$ cat src/rtl/write_size_adapter_pkg.sv
// Shared definitions for the write size adapter: BPF transfer size codes
// and the lane-count helper used to build byte enables.
package write_size_adapter_pkg;

  localparam logic [1:0] BPF_W       = 2'b00;
  localparam logic [1:0] BPF_H       = 2'b01;
  localparam logic [1:0] BPF_B       = 2'b10;
  localparam logic [1:0] BPF_ILLEGAL = 2'b11;

  // Number of byte lanes a transfer occupies; 0 for the illegal code.
  function automatic logic [2:0] bpf_lanes(input logic [1:0] sz);
    case (sz)
      BPF_W:   bpf_lanes = 3'd4;
      BPF_H:   bpf_lanes = 3'd2;
      BPF_B:   bpf_lanes = 3'd1;
      default: bpf_lanes = 3'd0;
    endcase
  endfunction

endpackage

$ cat src/rtl/write_size_adapter_if.sv
// Request/response bundle between a write requester and the write size
// adapter. The adapter connects through the slave modport.
interface write_size_adapter_if #(
  parameter int PBAW = 12,
  parameter int SFAW = 9
);
  logic [PBAW-1:0] byte_wr_addr;
  logic [1:0]      transfer_sz;
  logic [31:0]     wr_data;
  logic            in_valid;
  logic            in_ready;
  logic [SFAW:0]   word_wr_addra;
  logic [63:0]     bigword_wr;
  logic [7:0]      byte_en;
  logic            out_valid;
  logic            out_ready;
  logic            sz_err;
  logic            len_clr;
  logic [PBAW:0]   pkt_len;

  modport slave (
    input  byte_wr_addr, transfer_sz, wr_data, in_valid, out_ready, len_clr,
    output in_ready, word_wr_addra, bigword_wr, byte_en, out_valid, sz_err, pkt_len
  );

  modport master (
    output byte_wr_addr, transfer_sz, wr_data, in_valid, out_ready, len_clr,
    input  in_ready, word_wr_addra, bigword_wr, byte_en, out_valid, sz_err, pkt_len
  );
endinterface

$ cat src/rtl/write_size_adapter_skid_buffer.sv
// Two-entry skid buffer. ready_o is registered and drops only once both
// entries are occupied, so an upstream push is always accepted when it was
// offered against ready_o. Head entry is presented directly from flops.
module wsa_skid_buffer #(
  parameter int W = 82
) (
  input  logic         clk,
  input  logic         rst_n,
  input  logic         push_i,
  input  logic [W-1:0] data_i,
  output logic         ready_o,
  output logic         valid_o,
  input  logic         pop_ready_i,
  output logic [W-1:0] data_o
);

  logic [W-1:0] mem_q [2];
  logic         wr_ptr_q, rd_ptr_q, ready_q;
  logic [1:0]   count_q, count_d;
  logic         pop;

  assign valid_o = (count_q != 2'd0);
  assign ready_o = ready_q;
  assign data_o  = mem_q[rd_ptr_q];
  assign pop     = valid_o & pop_ready_i;

  // Occupancy after this cycle's push/pop.
  always_comb begin
    count_d = count_q + {1'b0, push_i} - {1'b0, pop};
  end

  // Entry storage, pointers and registered ready; reset flushes both entries.
  always_ff @(posedge clk) begin
    if (!rst_n) begin
      mem_q[0] <= '0;
      mem_q[1] <= '0;
      wr_ptr_q <= 1'b0;
      rd_ptr_q <= 1'b0;
      count_q  <= 2'd0;
      ready_q  <= 1'b0;
    end else begin
      if (push_i) begin
        mem_q[wr_ptr_q] <= data_i;
        wr_ptr_q        <= ~wr_ptr_q;
      end
      if (pop) rd_ptr_q <= ~rd_ptr_q;
      count_q <= count_d;
      ready_q <= (count_d != 2'd2);
    end
  end

endmodule

$ cat src/rtl/write_size_adapter.sv
// Converts B/H/W big-endian byte writes at any alignment into one 64-bit
// bigword write (word a in [63:32], word a+1 in [31:0]) with byte enables.
// Lanes past the end of packet memory are dropped and flagged in sz_err.
// Optional feature: define WRITE_SIZE_ADAPTER_LEN_TRACK_EN to enable the
// packet length tracker on pkt_len; otherwise pkt_len is tied to 0.
module write_size_adapter
  import write_size_adapter_pkg::*;
#(
  parameter int PACKET_BYTE_ADDR_WIDTH = 12,
  parameter int SNOOP_FWD_ADDR_WIDTH   = 9
) (
  input logic                 clk,
  input logic                 rst_n,
  write_size_adapter_if.slave bus
);

  localparam int PBAW = PACKET_BYTE_ADDR_WIDTH;
  localparam int AW   = SNOOP_FWD_ADDR_WIDTH + 1;
  localparam int PW   = AW + 64 + 8;

  logic [AW-1:0] addra;
  logic [1:0]    off;
  logic [2:0]    lanes;
  logic [7:0]    en_shift, eom_mask, en_ok;
  logic [63:0]   data_sh, bw_ok;
  logic          accept, push, bad_req;
  logic          skid_ready, skid_valid;
  logic [PW-1:0] skid_out;
  logic [AW-1:0] out_addra;
  logic [63:0]   out_bw;
  logic [7:0]    out_en;
  logic          sz_err_q;

  assign addra = bus.byte_wr_addr[PBAW-1:2];
  assign off   = bus.byte_wr_addr[1:0];
  assign lanes = bpf_lanes(bus.transfer_sz);

  // Lane mapping: left-justify the data, shift by the byte offset, then drop
  // lanes that fall in the nonexistent word after the last memory word.
  always_comb begin
    en_shift = ~(8'hFF >> lanes) >> off;
    data_sh  = ({bus.wr_data, 32'h0} << {(3'd4 - lanes), 3'b000}) >> {off, 3'b000};
    eom_mask = (&addra) ? 8'h0F : 8'h00;
    en_ok    = en_shift & ~eom_mask;
    bw_ok    = '0;
    for (int i = 0; i < 8; i++) begin
      if (en_ok[i]) bw_ok[8*i +: 8] = data_sh[8*i +: 8];
    end
    bad_req  = (bus.transfer_sz == BPF_ILLEGAL) | (|(en_shift & eom_mask));
  end

  assign accept = bus.in_valid & skid_ready;
  assign push   = accept & (|en_ok);

  wsa_skid_buffer #(.W(PW)) u_skid (
    .clk         (clk),
    .rst_n       (rst_n),
    .push_i      (push),
    .data_i      ({addra, bw_ok, en_ok}),
    .ready_o     (skid_ready),
    .valid_o     (skid_valid),
    .pop_ready_i (bus.out_ready),
    .data_o      (skid_out)
  );

  assign {out_addra, out_bw, out_en} = skid_out;
  assign bus.in_ready      = skid_ready;
  assign bus.out_valid     = skid_valid;
  assign bus.word_wr_addra = out_addra;
  assign bus.bigword_wr    = out_bw;
  assign bus.byte_en       = out_en;
  assign bus.sz_err        = sz_err_q;

  // Sticky error flag for illegal sizes and writes running off the end.
  always_ff @(posedge clk) begin
    if (!rst_n)                  sz_err_q <= 1'b0;
    else if (accept && bad_req)  sz_err_q <= 1'b1;
  end

`ifdef WRITE_SIZE_ADAPTER_LEN_TRACK_EN
  logic [2:0]  last_lane;
  logic [PBAW:0] len_cand, pkt_len_q;

  // End address (exclusive) of the write currently at the output.
  always_comb begin
    last_lane = 3'd0;
    for (int l = 0; l < 8; l++) begin
      if (out_en[7-l]) last_lane = 3'(l);
    end
    len_cand = {1'b0, out_addra, 2'b00} + (PBAW+1)'(last_lane) + (PBAW+1)'(1);
  end

  // Running maximum over handed-off writes; a clear wins over an update.
  always_ff @(posedge clk) begin
    if (!rst_n)                 pkt_len_q <= '0;
    else if (bus.len_clr)       pkt_len_q <= '0;
    else if (skid_valid && bus.out_ready && (len_cand > pkt_len_q))
                                pkt_len_q <= len_cand;
  end

  assign bus.pkt_len = pkt_len_q;
`else
  logic unused_len_clr;
  assign unused_len_clr = bus.len_clr;
  assign bus.pkt_len    = '0;
`endif

endmodule

$ cat src/flat_wrapper.sv
// flat-port wrapper written by rule: the top's interface ports become plain ports
module write_size_adapter_flat import write_size_adapter_pkg::*;
#(
  parameter int PACKET_BYTE_ADDR_WIDTH = 12,
  parameter int SNOOP_FWD_ADDR_WIDTH   = 9
)
  (clk, rst_n, bus_byte_wr_addr, bus_transfer_sz, bus_wr_data, bus_in_valid, bus_out_ready, bus_len_clr, bus_in_ready, bus_word_wr_addra, bus_bigword_wr, bus_byte_en, bus_out_valid, bus_sz_err, bus_pkt_len);
  write_size_adapter_if bus_i ();
  input logic clk;
  input logic rst_n;
  input wire logic [$bits(bus_i.byte_wr_addr)-1:0] bus_byte_wr_addr;
  input wire logic [$bits(bus_i.transfer_sz)-1:0] bus_transfer_sz;
  input wire logic [$bits(bus_i.wr_data)-1:0] bus_wr_data;
  input wire logic [$bits(bus_i.in_valid)-1:0] bus_in_valid;
  input wire logic [$bits(bus_i.out_ready)-1:0] bus_out_ready;
  input wire logic [$bits(bus_i.len_clr)-1:0] bus_len_clr;
  output wire logic [$bits(bus_i.in_ready)-1:0] bus_in_ready;
  output wire logic [$bits(bus_i.word_wr_addra)-1:0] bus_word_wr_addra;
  output wire logic [$bits(bus_i.bigword_wr)-1:0] bus_bigword_wr;
  output wire logic [$bits(bus_i.byte_en)-1:0] bus_byte_en;
  output wire logic [$bits(bus_i.out_valid)-1:0] bus_out_valid;
  output wire logic [$bits(bus_i.sz_err)-1:0] bus_sz_err;
  output wire logic [$bits(bus_i.pkt_len)-1:0] bus_pkt_len;
  assign bus_i.byte_wr_addr = bus_byte_wr_addr;
  assign bus_i.transfer_sz = bus_transfer_sz;
  assign bus_i.wr_data = bus_wr_data;
  assign bus_i.in_valid = bus_in_valid;
  assign bus_i.out_ready = bus_out_ready;
  assign bus_i.len_clr = bus_len_clr;
  assign bus_in_ready = bus_i.in_ready;
  assign bus_word_wr_addra = bus_i.word_wr_addra;
  assign bus_bigword_wr = bus_i.bigword_wr;
  assign bus_byte_en = bus_i.byte_en;
  assign bus_out_valid = bus_i.out_valid;
  assign bus_sz_err = bus_i.sz_err;
  assign bus_pkt_len = bus_i.pkt_len;
  write_size_adapter #(.PACKET_BYTE_ADDR_WIDTH(PACKET_BYTE_ADDR_WIDTH), .SNOOP_FWD_ADDR_WIDTH(SNOOP_FWD_ADDR_WIDTH)) u_core (.clk(clk), .rst_n(rst_n), .bus(bus_i));
endmodule
$ cat config.mk
export PLATFORM = sky130hd
export DESIGN_NAME = write_size_adapter_flat
export DESIGN_NICKNAME = d
export VERILOG_FILES = /design/src/rtl/write_size_adapter_pkg.sv /design/src/rtl/write_size_adapter_if.sv /design/src/rtl/write_size_adapter_skid_buffer.sv /design/src/rtl/write_size_adapter.sv /design/src/flat_wrapper.sv
export SDC_FILE = /design/constraint.sdc
export NUM_CORES = 1
export LEC_CHECK = 0
export ABC_CLOCK_PERIOD_IN_PS = 16530
export BUFFER_PORTS_ARGS = -buffer_cell sky130_fd_sc_hd__buf_2
export CAP_MARGIN = 10
export CORE_UTILIZATION = 60
export DETAILED_ROUTE_END_ITERATION = 6
export GPL_ROUTABILITY_DRIVEN = 0
export PLACE_DENSITY = 0.94
export SYNTH_ARGS = -nofsm -noshare
export SYNTH_HDL_FRONTEND = slang
export SYNTH_SLANG_ARGS = --single-unit
export TNS_END_PERCENT = 1
$ cat constraint.sdc
create_clock -name clk -period 16.53 [get_ports clk]
set_clock_uncertainty 0.2 [all_clocks]
set_input_delay 2.4795 -clock clk [delete_from_list [all_inputs] [get_ports clk]]
set_output_delay 2.4795 -clock clk [all_outputs]
set_load 0.03 [all_outputs]
======== Yosys cells after proc, flatten, opt, wreduce, memory -nomap -nowiden ========
Memories as Yosys holds them, arrays and structs flattened. A register that Yosys moved wholly into a read port is not among the register bits.
Cells that the tools add are included.
storage, ports and cells
  memories kept ........................... 1
  memory bits (writable) .................. 164
  input port bits ......................... 51
  output and inout port bits .............. 98
  bits in registers ....................... 6
cells by class
  bitwise gates (word level) .............. 10
  equal/unequal tests ..................... 4
  shift-type cells ........................ 4
  $add $sub $neg .......................... 3
  multiplexer cells ....................... 19
  reductions and logical operators ........ 7
memories
  memory               depth  bits a word  rd ports  clocked after Yosys merged registers in  write ports  line                                  text
  u_core.u_skid.mem_q  2      82           1         1                                        2            write_size_adapter_skid_buffer.sv:17  logic [W-1:0] mem_q [2];
operator list
  operator             number
  $mux 82              1
  $reduce_or 82->1     1
  $mux 8               8
  $shl 64x6->64        1
  $shr 64x5->64        1
  $and 8x8->8          2
  $not 8->8            2
  $reduce_or 8->1      2
  $reduce_and 10->1    1
  $pmux 3 s3           1
  $mux 1               8
  $shr 8x2->8          1
  $shr 8x3->8 const A  1
  $eq 2x2->1 const B   2
  $mux 4               1
  $and 1x1->1          3
  $sub 3x3->3 const A  1
  $add 2x1->2          1
  $eq 2x1->1 const B   1
  $logic_not 2->1      1
  $ne 2x2->1 const B   1
  $not 1->1            2
  $reduce_bool 2->1    1
  $sub 2x1->2          1
  other kinds (2)      2

======== Longest topological paths before layout ========
  word-level depth ........................ 13
  depth in mapped cells ................... 13

======== Hierarchy ========
Synthesis repeated with hierarchy kept, for this count alone.
second synthesis, totals
  cell total of the unflattened synthesis .. 835
  area total of the unflattened synthesis .. 9633.0 µm²
by module, submodules not included
  module              times used  cells each  sequential area each (µm²)  area each (µm²)
  wsa_skid_buffer     1           555         5044.8                      7631.1
  write_size_adapter  1           280         20.0                        2001.9

======== Worst setup path before layout ========
OpenSTA, ideal clock, no wires.
  kind .................................... input-to-reg
  start ................................... in bus_transfer_sz[1]
  end ..................................... mem u_core.u_skid.mem_q[0][0], enable pin
  slack ................................... 6.813 ns
  arrival ................................. 8.909 ns
  buffers on the path ..................... 1
  required time ........................... 15.722 ns
  setup time .............................. 0.608 ns
  stages on the path ...................... 8
  path through ............................ inv_1 ha_1 buf_2 nor3_1 or3_4 a21oi_4 o21bai_1 o21ai_0
RTL lines
  item             line                                  text
  start, declared  flat_wrapper.sv:12                    input wire logic [$bits(bus_i.transfer_sz)-1:0] bus_transfer_sz;
  end, declared    write_size_adapter_skid_buffer.sv:17

==> flow_metrics.tcl <==
set metrics [dict create \
    fin_crit_ns 6.09 \
    ios 149 \
    portBuffers 126 \
    vdd_drop_max_v 0.0000753 \
    synth_top_family_by_area "multiplexers" \
    tns_ns 0 \
    cp-startpoint "bus_transfer_sz[0]" \
    final_common_cell "edfxtp_1" \
    ff_latch_area_um2 4590 \
    die_w_um 120 \
    leakage_nw 3.83 \
    ant_nets 0 \
    critPathRequiredTime_ns 16.39 \
    drc_errors 0 \
    final.period_utilization 0.368 \
    drv_cap 0 \
    cts.clk_slew.worst_paths_ns 0.06 \
    postCtsHoldBufs 0 \
    critPathCaptureType "flop" \
    crit_end "u_core.u_skid.mem_q[1][43]$_SDFFCE_PN0P_" \
    start_util 0.626 \
    cp_max_fo 40 \
    maxSlewViolCount 0 \
    fin_cells 1005 \
    root_buffer "clkbuf_16" \
    netlist.area_leader.share 0.528 \
    placed_cells 975 \
    grt_overflow_total 0 \
    multiInputGateArea_um2 3500 \
    min_from "u_core.u_skid.rd_ptr_q$_SDFFE_PN0P_" \
    htreeDepth 4 \
    row_count 42 \
    wire_per_inst_um 20.1 \
    ys_async_sr_fraction 0 \
    mostFrequentLayoutCells "edfxtp_1, buf_2, nor2_1, mux2_2, nand2_1" \
    cts-buffers-inserted 17 \
    slew_headroom 0.214 \
    synthSimpleGateAreaFrac 0.137 \
    synth.avg_cell_area_um2 11.9 \
    status "complete, no violations" \
    synth_compound_area_frac 0.103 \
    reg2regPathDepth 4 \
    antenna_found_initial 0 \
    num_antenna_cells 0 \
    cts_sinks 155 \
    first_pass_iters 5 \
    vias 6220 \
    grt_pass1_wl_um 31000 \
    track_usage 0.287 \
    rsz0062_at_grt "false" \
    cts_setup_buffers 0 \
    synth_area_um2 8420 \
    final.setup.worst_slack_ns 10.44 \
    clkLatencyLatePin_ns 0.42 \
    grt_pass1_vias 5781 \
    routed_via_density 6.19 \
    r2r_slack_ns 13.61 \
    hold_viol_final 0 \
    area_growth_syn_to_layout_pct 14.7 \
    ys_types 64 \
    synth.largest_area_cell "edfxtp_1" \
    core_area_um2 13500 \
    place_ws_ns 9.95 \
    postSynthCellCount 706 \
    ys_ff_latch 155 \
    cts_buffer_depth 2 \
    r2r_start "u_core.u_skid.ready_o$_SDFF_PN0_" \
    arrival_ns 5.94 \
    synth_xor_area_frac 0.00416 \
    cts_tree "yes" \
    yosysWarnings 0 \
    synth_edf_count 148 \
    die-area_um2 14500 \
    tightest_slew_ns 1.17 \
    grt_max_degree 49 \
    p_per_area_nw_per_um2 135 \
    start_kind "primary input" \
    fin_nets 879 \
    synthAdderAreaFrac 0.0134 \
    drtIter0Drc 771 \
    yosysSeqAreaShare 0.544 \
    path_class "in2reg" \
    min_path_type "reg2reg" \
    finalSetupViolations 0 \
    dp_hpwl_um 13300 \
    nFillCells 940 \
    ys_top_cells_by_area "edfxtp_1, mux2_2, nor2_1, mux2i_1, buf_4" \
    fmax_ghz 0.164 \
    drive_above_1_share 0.361 \
    die_h_um 120 \
    synthMuxAreaShare 0.144 \
    ys.flop_type "edfxtp_1" \
    r2r-end "u_core.u_skid.mem_q[1][43]$_SDFFCE_PN0P_" \
    drt_wl_total_um 20200 \
    cts_resized 0 \
]
## cells in the mapped netlist (2+ instances only)
cell and count:
buf_1 6, nand2b_1 2, buf_4 21, nor3b_1 2
a221oi_2 2, a21oi_2 2, a221o_1 8, nor4bb_1 2
edfxtp_1 148, buf_6 6, o211ai_1 5, o22a_1 8
mux2i_1 19, mux2_2 91, xnor2_1 2, clkbuf_1 10
nand2_1 42, nor3_1 4, nor2_2 23, o2bb2ai_1 9
dfxtp_1 7, a211oi_1 3, a22oi_1 4, o21a_1 3
a221oi_1 3, buf_2 16, inv_1 22, o221ai_1 8
a22o_1 9, or2_2 2, a21oi_1 12, nor3b_2 3
o211ai_2 2, o21ai_0 13, and2_1 21, nor3_2 2
xor2_1 2, a21oi_4 2, nor2_1 124, nor2b_1 3
nand4_1 2, ha_1 9
## metrics by stage
| step | util | hold WS (ns) | total power [mW] | area [um^2] |
|---|---|---|---|---|
| 2_1_floorplan | - | 0.304 | 0.824 | 8500 |
| 3_5_place_dp | 0.673 | 0.334 | 0.921 | 9060 |
| 3_3_place_gp | 0.673 | 0.310 | 0.913 | 9060 |
| 4_1_cts | 0.717 | 0.349 | 1.31 | 9640 |
| 6_report | 0.718 | 0.342 | 1.31 | 9660 |
| 5_1_grt | 0.718 | 0.375 | 1.36 | 9660 |
## routing by layer
metal | vias to the layer above | GRT usage | routed length [um]
met5 | - | 0 | 0
met4 | 0 | 0.138 | 837
met3 | 80 | 0.0712 | 1770
met2 | 394 | 0.455 | 9700
met1 | 2977 | 0.370 | 7930
li1 | 2769 | - | -
## worst max-delay path: stages
cell and delay, ns:
buf_2 0.16, inv_1 0.10, ha_1 0.29, buf_4 0.34
nor4b_1 0.10, or3_4 0.41, a21oi_4 0.26, o21bai_1 0.20
o21ai_4 0.95, buf_4 0.61
## where the power goes
part,internal (mW),switching [mW]
Sequential,0.482,0.0274
Clock,0.247,0.143
Combinational,0.141,0.267
## state kept, by name, summed over array words and instances (netlist names), named ones only
name and count:
u_core.u_skid.count_q 2, u_core.u_skid.ready_o 1, u_core.u_skid.mem_q 148, u_core.u_skid.rd_ptr_q 1
u_core.bus.sz_err 1, u_core.u_skid.wr_ptr_q 1
## cells by family (layout without fill, tap and decap cells)
family | after synthesis | count (layout)
xor+xnor | 4 | 4
buf+inv | 81 | 184
fa+ha+maj | 9 | 9
mux | 110 | 110
other cells | 1 | 21
simple gates | 241 | 241
flops | 155 | 155
compound gates | 105 | 105
## layout make-up
type,count,area share
Timing Repair Buffer,133,0.0720
Sequential cell,155,0.475
Inverter,22,0.00855
Multi-Input combinational cell,490,0.362
Clock buffer,18,0.0444
Clock inverter,11,0.0159
Tap cell,176,0.0228
## worst min-delay path by stage
stage | to | slack [ns] | depth (start not counted)
floorplan | flop | 0.30 | 2
global placement | u_core.bus.sz_err$_SDFFE_PN0P_ | 0.31 | 1
detailed placement | u_core.u_skid.rd_ptr_q$_SDFFE_PN0P_ | 0.33 | 2
CTS | u_core.u_skid.rd_ptr_q$_SDFFE_PN0P_ | 0.35 | 2
global route | u_core.bus.sz_err$_SDFFE_PN0P_ | 0.38 | 1
finish | u_core.u_skid.rd_ptr_q$_SDFFE_PN0P_ | 0.34 | 2
Power figures use the tool's default switching activity.
